[src/rtl/ram_burst_master_pkg.sv]
// Shared parameters and types for the RAM burst initiator and its read-return FIFO.
package ram_burst_master_pkg;

    localparam int DATA_WIDTH     = 8;
    localparam int ADDR_BUS_WIDTH = 8;
    localparam int LEN_WIDTH      = 4;
    localparam int MAX_MEM_LOC    = 2 ** ADDR_BUS_WIDTH;
    localparam int FIFO_DEPTH     = 3;
    localparam int CNT_WIDTH      = $clog2(FIFO_DEPTH + 1);
    localparam int PTR_WIDTH      = $clog2(FIFO_DEPTH);

    typedef enum logic [1:0] {
        IDLE,
        WRITE,
        READ,
        DRAIN
    } state_t;

    typedef struct packed {
        logic                  last;
        logic [DATA_WIDTH-1:0] data;
    } rd_beat_t;

endpackage

[src/rtl/ram_rd_fifo.sv]
// Three-entry FIFO carrying read beats (data plus end-of-burst flag) from the RAM to the read stream.
module ram_rd_fifo
    import ram_burst_master_pkg::*;
(
    input  logic                 clk,
    input  logic                 rst,
    input  logic                 push,
    input  rd_beat_t             push_beat,
    input  logic                 pop,
    output rd_beat_t             head,
    output logic                 empty,
    output logic [CNT_WIDTH-1:0] count
);

    rd_beat_t               mem [FIFO_DEPTH];
    logic [PTR_WIDTH-1:0]   wr_ptr;
    logic [PTR_WIDTH-1:0]   rd_ptr;
    logic                   do_push;
    logic                   do_pop;

    function automatic logic [PTR_WIDTH-1:0] next_ptr(input logic [PTR_WIDTH-1:0] p);
        return (p == PTR_WIDTH'(FIFO_DEPTH - 1)) ? '0 : p + PTR_WIDTH'(1);
    endfunction

    assign do_push = push && (count != CNT_WIDTH'(FIFO_DEPTH));
    assign do_pop  = pop && !empty;
    assign empty   = (count == '0);
    assign head    = mem[rd_ptr];

    // NOTE: the storage array is deliberately left out of reset; pointers and count alone decide which entries are valid.
    always_ff @(posedge clk) begin
        if (do_push) begin
            mem[wr_ptr] <= push_beat;
        end
    end

    always_ff @(posedge clk) begin
        if (rst) begin
            wr_ptr <= '0;
            rd_ptr <= '0;
            count  <= '0;
        end else begin
            if (do_push) wr_ptr <= next_ptr(wr_ptr);
            if (do_pop)  rd_ptr <= next_ptr(rd_ptr);
            case ({do_push, do_pop})
                2'b10:   count <= count + CNT_WIDTH'(1);
                2'b01:   count <= count - CNT_WIDTH'(1);
                default: ;
            endcase
        end
    end

endmodule

[src/rtl/ram_burst_master.sv]
// Burst initiator for the single-port synchronous RAM: write bursts from a valid/ready beat stream,
// read bursts returned through a small FIFO onto a valid/ready stream with backpressure.
module ram_burst_master
    import ram_burst_master_pkg::*;
(
    input  logic                      clk,
    input  logic                      rst,
    input  logic                      cmd_valid,
    output logic                      cmd_ready,
    input  logic                      cmd_write,
    input  logic [ADDR_BUS_WIDTH-1:0] cmd_addr,
    input  logic [LEN_WIDTH-1:0]      cmd_len,
    input  logic                      wr_valid,
    output logic                      wr_ready,
    input  logic [DATA_WIDTH-1:0]     wr_data,
    output logic                      rd_valid,
    input  logic                      rd_ready,
    output logic [DATA_WIDTH-1:0]     rd_data,
    output logic                      rd_last,
    output logic                      done,
    output logic                      ram_read_en,
    output logic                      ram_write_en,
    output logic [ADDR_BUS_WIDTH-1:0] ram_address_loc,
    output logic [DATA_WIDTH-1:0]     ram_data_inbit,
    input  logic [DATA_WIDTH-1:0]     ram_data_outbit
);

    state_t                    state;
    state_t                    state_next;
    logic [ADDR_BUS_WIDTH-1:0] cur_addr;
    logic [LEN_WIDTH-1:0]      beats_left;
    logic                      inflight;
    logic                      inflight_last;
    logic                      cmd_accept;
    logic                      wr_accept;
    logic                      rd_handoff;
    logic                      last_beat;
    logic                      fifo_empty;
    logic [CNT_WIDTH-1:0]      fifo_count;
    rd_beat_t                  push_beat;
    rd_beat_t                  head;

    assign cmd_accept = cmd_valid && cmd_ready;
    assign wr_accept  = wr_valid && wr_ready;
    assign rd_handoff = rd_valid && rd_ready;
    assign last_beat  = (beats_left == '0);

    always_comb begin
        state_next  = state;
        cmd_ready   = 1'b0;
        wr_ready    = 1'b0;
        ram_read_en = 1'b0;
        case (state)
            IDLE: begin
                cmd_ready = 1'b1;
                if (cmd_valid) state_next = cmd_write ? WRITE : READ;
            end
            WRITE: begin
                wr_ready = 1'b1;
                if (wr_valid && last_beat) state_next = IDLE;
            end
            READ: begin
                // Beats queued plus the one returning from the RAM must leave a free FIFO slot.
                ram_read_en = (3'(fifo_count) + 3'(inflight)) < 3'(FIFO_DEPTH);
                if (ram_read_en && last_beat) state_next = DRAIN;
            end
            DRAIN: begin
                if (rd_handoff && rd_last) state_next = IDLE;
            end
            default: state_next = IDLE;
        endcase
    end

    assign ram_write_en    = wr_accept;
    assign ram_address_loc = (ram_write_en || ram_read_en) ? cur_addr : '0;
    assign ram_data_inbit  = ram_write_en ? wr_data : '0;

    // NOTE: all state below uses non-blocking assignments so every register samples pre-edge values.
    always_ff @(posedge clk) begin
        if (rst) begin
            state         <= IDLE;
            cur_addr      <= '0;
            beats_left    <= '0;
            inflight      <= 1'b0;
            inflight_last <= 1'b0;
            done          <= 1'b0;
        end else begin
            state         <= state_next;
            inflight      <= ram_read_en;
            inflight_last <= ram_read_en && last_beat;
            done          <= (wr_accept && last_beat) || (rd_handoff && rd_last);
            if (cmd_accept) begin
                cur_addr   <= cmd_addr;
                beats_left <= cmd_len;
            end else if (ram_write_en || ram_read_en) begin
                cur_addr   <= cur_addr + ADDR_BUS_WIDTH'(1);
                beats_left <= beats_left - LEN_WIDTH'(1);
            end
        end
    end

    assign push_beat.last = inflight_last;
    assign push_beat.data = ram_data_outbit;

    ram_rd_fifo u_rd_fifo (
        .clk       (clk),
        .rst       (rst),
        .push      (inflight),
        .push_beat (push_beat),
        .pop       (rd_handoff),
        .head      (head),
        .empty     (fifo_empty),
        .count     (fifo_count)
    );

    assign rd_valid = !fifo_empty;
    assign rd_data  = head.data;
    assign rd_last  = head.last;

endmodule

[config.mk]
export PLATFORM = sky130hd
export DESIGN_NAME = ram_burst_master
export DESIGN_NICKNAME = d
export VERILOG_FILES = /design/src/rtl/ram_burst_master_pkg.sv /design/src/rtl/ram_rd_fifo.sv /design/src/rtl/ram_burst_master.sv
export SDC_FILE = /design/constraint.sdc
export NUM_CORES = 1
export LEC_CHECK = 0
export CAP_MARGIN = 20
export CORE_UTILIZATION = 52
export CTS_CLUSTER_DIAMETER = 50
export DETAILED_ROUTE_END_ITERATION = 6
export PLACE_DENSITY = 0.85
export SLEW_MARGIN = 25
export SYNTH_ARGS = -nofsm -noshare
export SYNTH_HDL_FRONTEND = slang
export SYNTH_HIERARCHICAL = 1
export SYNTH_SLANG_ARGS = --single-unit
export TNS_END_PERCENT = 30
[constraint.sdc]
create_clock -name clk -period 4 [get_ports clk]
set_input_delay 1.2 -clock clk [delete_from_list [all_inputs] [get_ports clk]]
set_output_delay 1.2 -clock clk [all_outputs]
set_load 0.02 [all_outputs]
# Word-level counts from Yosys, hierarchy flattened
# Memory sizes are Yosys's and may differ from the RTL's. A register that Yosys moved wholly into a read port is not among the register bits.
# Index checks and enable logic that the tools add are counted.
word_totals:
  inputBits: 34
  ram_bits: 27
  word_cells: 71
  ff_bits: 23
  out_inout_bits: 31
  memories: 1
memory_table:
  columns: ["name", "words", "width", "read_ports", "rd_ports_with_merged_regs", "write_ports", "line", "text"]
  rows:
  - ["u_rd_fifo.mem", 3, 9, 1, 1, 1, "ram_rd_fifo.sv:15", "rd_beat_t mem [FIFO_DEPTH];"]
classes:
  magnitude_cmp: 1
  reduce_logical: 19
  mux: 22
  n_addsub: 7
  eq_ne: 12
op_table:
  columns: ["operator", "n"]
  rows:
  - ["$mux 8", 4]
  - ["$mux 2", 9]
  - ["$eq 2x2->1 const B", 5]
  - ["$logic_and 1x1->1", 10]
  - ["$ne 2x2->1 const B", 5]
  - ["$add 8x1->8 const B", 1]
  - ["$mux 4", 2]
  - ["$pmux 2 s4", 1]
  - ["$add 2x1->2 const B", 3]
  - ["$mux 1", 5]
  - ["$eq 2x1->1 const B", 2]
  - ["$logic_not 2->1", 2]
  - ["$logic_not 4->1", 1]
  - ["$pmux 2 s2", 1]
  - ["$reduce_and 4->1", 1]
  - ["$reduce_bool 2->1", 2]
  - ["$sub 4x1->4 const B", 1]
  - ["$add 2x1->3", 1]
  - ["$lt 3x2->1 const B", 1]
  - ["$logic_or 1x1->1", 2]
  - ["$sub 2x1->2 const B", 1]
  - ["$logic_not 1->1", 1]

# Depth between registers and ports, before layout
depth:
  word_depth: 6
  mapped_depth: 8
  ltp_nobuf: 8

# Cells and area by module
# The synthesis kept the hierarchy.
by_module_without_submodules:
  columns: ["module", "area_per_inst_um2", "instances", "cells_each", "seq_area_each_um2"]
  rows:
  - ["ram_rd_fifo", 1307.5, 1, 90, 970.9]
  - ["ram_burst_master", 1109.8, 1, 139, 340.3]

# Worst setup path before layout
# OpenSTA, ideal clock, no wires.
synth_timing:
  path_kind: "input port to output port"
  start: "input port wr_valid"
  end: "output port ram_address_loc[0]"
  required_ns: 2.800
  arrival_time_ns: 2.211
  slack_ns: 0.589
  cell_stages: 5
  path_buffers: 2
  path_cell_list: "and3b_1 clkbuf_1 a21o_1 clkbuf_1 and2_1"
synth_via:
  elab_chain_cells: 3
synth_lines:
  columns: ["element", "line", "text"]
  rows:
  - ["start: declaration", "ram_burst_master.sv:13", "input logic wr_valid,"]
  - ["$logic_and 1x1->1", "ram_burst_master.sv:44", "assign wr_accept = wr_valid && wr_ready;"]
  - ["$logic_or 1x1->1", "ram_burst_master.sv:75", "assign ram_address_loc = (ram_write_en || ram_read_en) ? cur_addr : '0;"]
  - ["$mux 8", "ram_burst_master.sv:75", null]
  - ["end: declaration", "ram_burst_master.sv:23", "output logic [ADDR_BUS_WIDTH-1:0] ram_address_loc,"]
# No other way between the ends.

# Worst setup path after layout
layout_timing:
  start: "input port wr_valid"
  end: "output port ram_write_en"
layout_via:
  elab_chain_cells: 1
layout_lines:
  columns: ["element", "line", "text"]
  rows:
  - ["$logic_and 1x1->1", "ram_burst_master.sv:44", null]
  - ["end: declaration", "ram_burst_master.sv:22", "output logic ram_write_en,"]
# No other way between the ends.

==> flow_metrics.env <==
export IMPL_status="completed"
export IMPL_power_density_nw_per_um2=344
export IMPL_clkLatencyLatePin_ns=0.30
export IMPL_placed_cell_area_sq_um=3140
export IMPL_hold_depth=0
export IMPL_clk_pin_slew_ns=0.09
export IMPL_synth_edf_count=27
export IMPL_async_flop_share_pct=0
export IMPL_vias=1967
export IMPL_hp_start="inflight_last"
export IMPL_yosysUniqueCellTypes=44
export IMPL_rows=24
export IMPL_synth_area_leaders="edfxtp_1, dfxtp_1, and2_1, mux2i_1, nand2_1"
export IMPL_dieWidth_microns=70.2
export IMPL_cts_root_buf="clkbuf_8"
export IMPL_setup_viol=0
export IMPL_hold_viol_final=0
export IMPL_fin_crit_sh_pct=97.4
export IMPL_max_slew_margin_pct=63.9
export IMPL_synth_flop_cell="edfxtp_1"
export IMPL_drc_errors=0
export IMPL_finalClockSkew_ns=0.00459
export IMPL_cts_tree="built"
export IMPL_initial_core_util_pct=54.8
export IMPL_grt_antenna_before_repair=0
export IMPL_worstSetupPathType="in -> out"
export IMPL_ys_seq_elements=52
export IMPL_worstReg2RegStart="u_rd_fifo/count[0]"
export IMPL_hold_class="reg -> reg"
export IMPL_postLayoutCellArea_sq_um=3210
export IMPL_grt_pass1_wl_microns=8460
export IMPL_dr_pass1_iters=4
export IMPL_rr_worst_depth=6
export IMPL_drive_gt1_share_pct=7.02
export IMPL_globalplace_congestion=0.814
export IMPL_ys_warn_count=6
export IMPL_dp_worst_setup_slack_ns=-0.135
export IMPL_cts_resized=17
export IMPL_r2r_slack_ns=1.63
export IMPL_netlist_area_sq_um=2420
export IMPL_synth_top_area_cell="edfxtp_1"
export IMPL_post_route_min_period_ns=3.90
export IMPL_grt_max_degree=22
export IMPL_clock_sinks=52
export IMPL_worstMarginPinSlew_ns=0.539
export IMPL_grt_pass1_vias=1906
export IMPL_post_cts_repair_setup_buffers=0
export IMPL_overflow=0
export IMPL_clk_path_buf_depth=2
export IMPL_io_pins=65
export IMPL_wl_per_cell_microns=14.1
export IMPL_leakagePower_nw=1.26
export IMPL_r2r_end="cur_addr[7]"
export IMPL_critPathCaptureType="primary output"
export IMPL_hold_end="u_rd_fifo/mem[2][8]"
export IMPL_drtIter0Drc=107
export IMPL_worst_slack_ns=0.103
export IMPL_grt_total_usage_pct=21.4
export IMPL_htree_num_levels=2
export IMPL_critPathArrivalTime_ns=2.70
export IMPL_die_area_sq_um=4930
export IMPL_p_total_w=0.00110
export IMPL_core_sq_um=4410
export IMPL_wirelength_microns=4960
export IMPL_finalNetCount=338
export IMPL_die_h_microns=70.2
export IMPL_max_cap_violations=0
export IMPL_avgSynthCellArea_sq_um=10.6
export IMPL_netlist_area_leader_share_pct=33.5
export IMPL_slew_violations=0
export IMPL_crit_path_max_fanout=14
export IMPL_portBuffers=64
export IMPL_peakVddDrop_uv=192
export IMPL_netlist_instances=229
export IMPL_n_antenna_cell=0
export IMPL_syn_to_final_growth_pct=32.7
export IMPL_nFillCells=333
export IMPL_hold_buffers=0
export IMPL_cts_made_buffers=5
export IMPL_synth_nets=269
export IMPL_viasPerCell=5.60
export IMPL_rsz0062_at_grt="false"
export IMPL_dp_hpwl_microns=3670
export IMPL_ys_seq_area_share_pct=54.2
export IMPL_start_kind="primary input"
export IMPL_ant_nets=0
export IMPL_required_ns=2.80
export IMPL_max_freq_mhz=257
[synth_stat cells (4+ instances only)]
cell type,n
edfxtp_1,27
nand2_1,22
nor2_1,12
inv_1,10
and3_1,6
nor3b_1,6
a21oi_1,10
dfxtp_1,25
clkbuf_1,8
mux2i_1,10
or3_1,4
ha_1,6
nor4_1,4
nand3_1,6
and2_1,18
o21ai_0,11
[metal layers]
metal / track usage (%) / up-vias / routed length (microns)
met5: 0 / - / 0
met4: 6.67 / 0 / 55
met2: 39.4 / 52 / 2590
met3: 3.17 / 6 / 194
met1: 25.4 / 939 / 2120
li1: - / 970 / -
[placed cells by master, fill, tap and decap left out, types with 6 or more instances in the layout]
cell / instances
and2_1: 18
buf_4: 8
o21ai_0: 11
and3_1: 6
nand2_1: 22
edfxtp_1: 27
ha_1: 6
clkdlybuf4s50_1: 48
mux2i_1: 10
nor2_1: 12
nor3b_1: 6
a21oi_1: 10
inv_1: 10
dfxtp_1: 25
dlygate4sd2_1: 16
nand3_1: 6
[flip-flops by register name (all words and copies together), names as in the netlist, named ones only]
name	cells
beats_left	4
cur_addr	8
done	1
inflight	1
inflight_last	1
state	2
u_rd_fifo/count	2
u_rd_fifo/mem	27
u_rd_fifo/rd_ptr	2
u_rd_fifo/wr_ptr	2
[report_power, final]
part / total [W] / internal [W] / switching [W]
registers: 0.000612 / 0.000585 / 0.0000273
clock network: 0.000293 / 0.000125 / 0.000168
logic: 0.000200 / 0.000101 / 0.0000992
[critical path, stage by stage]
cell	delay, ns
clkdlybuf4s50_1	0.48
and3b_1	0.20
buf_4	0.20
clkdlybuf4s50_1	0.62
[cell type report]
class	instances	area, sq um	share of cell area, %
Inverter	10	37.5	1.17
Tap cell	52	65.1	2.03
Clock buffer	6	72.6	2.26
Sequential cell	52	1310	40.9
Clock inverter	2	16.3	0.507
Multi-Input combinational cell	157	1020	31.9
Timing Repair Buffer	72	681	21.2
[how the worst max path moves through the flow]
stage / from / to / slack (ns) / cells after the start
3_3_place_gp: wr_valid / ram_address_loc[1] / -0.07 / 5
6_report: wr_valid / ram_write_en / 0.10 / 4
2_1_floorplan: wr_valid / ram_address_loc[0] / 0.59 / 5
3_5_place_dp: wr_valid / ram_address_loc[3] / -0.13 / 6
4_1_cts: wr_valid / ram_write_en / 0.11 / 4
5_1_grt: wr_valid / ram_write_en / 0.07 / 4
[kinds of logic after synthesis]
kind of cell	share of synthesized area, %
muxes	4.14
xor gates and xnor gates	0.725
buffers and inverters	3.47
AOI/OAI and AO/OA	13.5
DFF	54.2
adders and majority gates	3.11
and+or+nand+nor	20.9
[per-stage QoR]
step / std cells / util, % / hold WS (ns) / TNS, ns
4_1_cts: 351 / 72.6 / 0.466 / 0
2_1_floorplan: 229 / - / 0.421 / 0
3_3_place_gp: 343 / 71.1 / 0.432 / -0.566
3_5_place_dp: 343 / 71.1 / 0.444 / -0.987
6_report: 351 / 72.6 / 0.464 / 0
5_1_grt: 351 / 72.6 / 0.479 / 0
No activity file was read; power rests on OpenSTA's default activity.
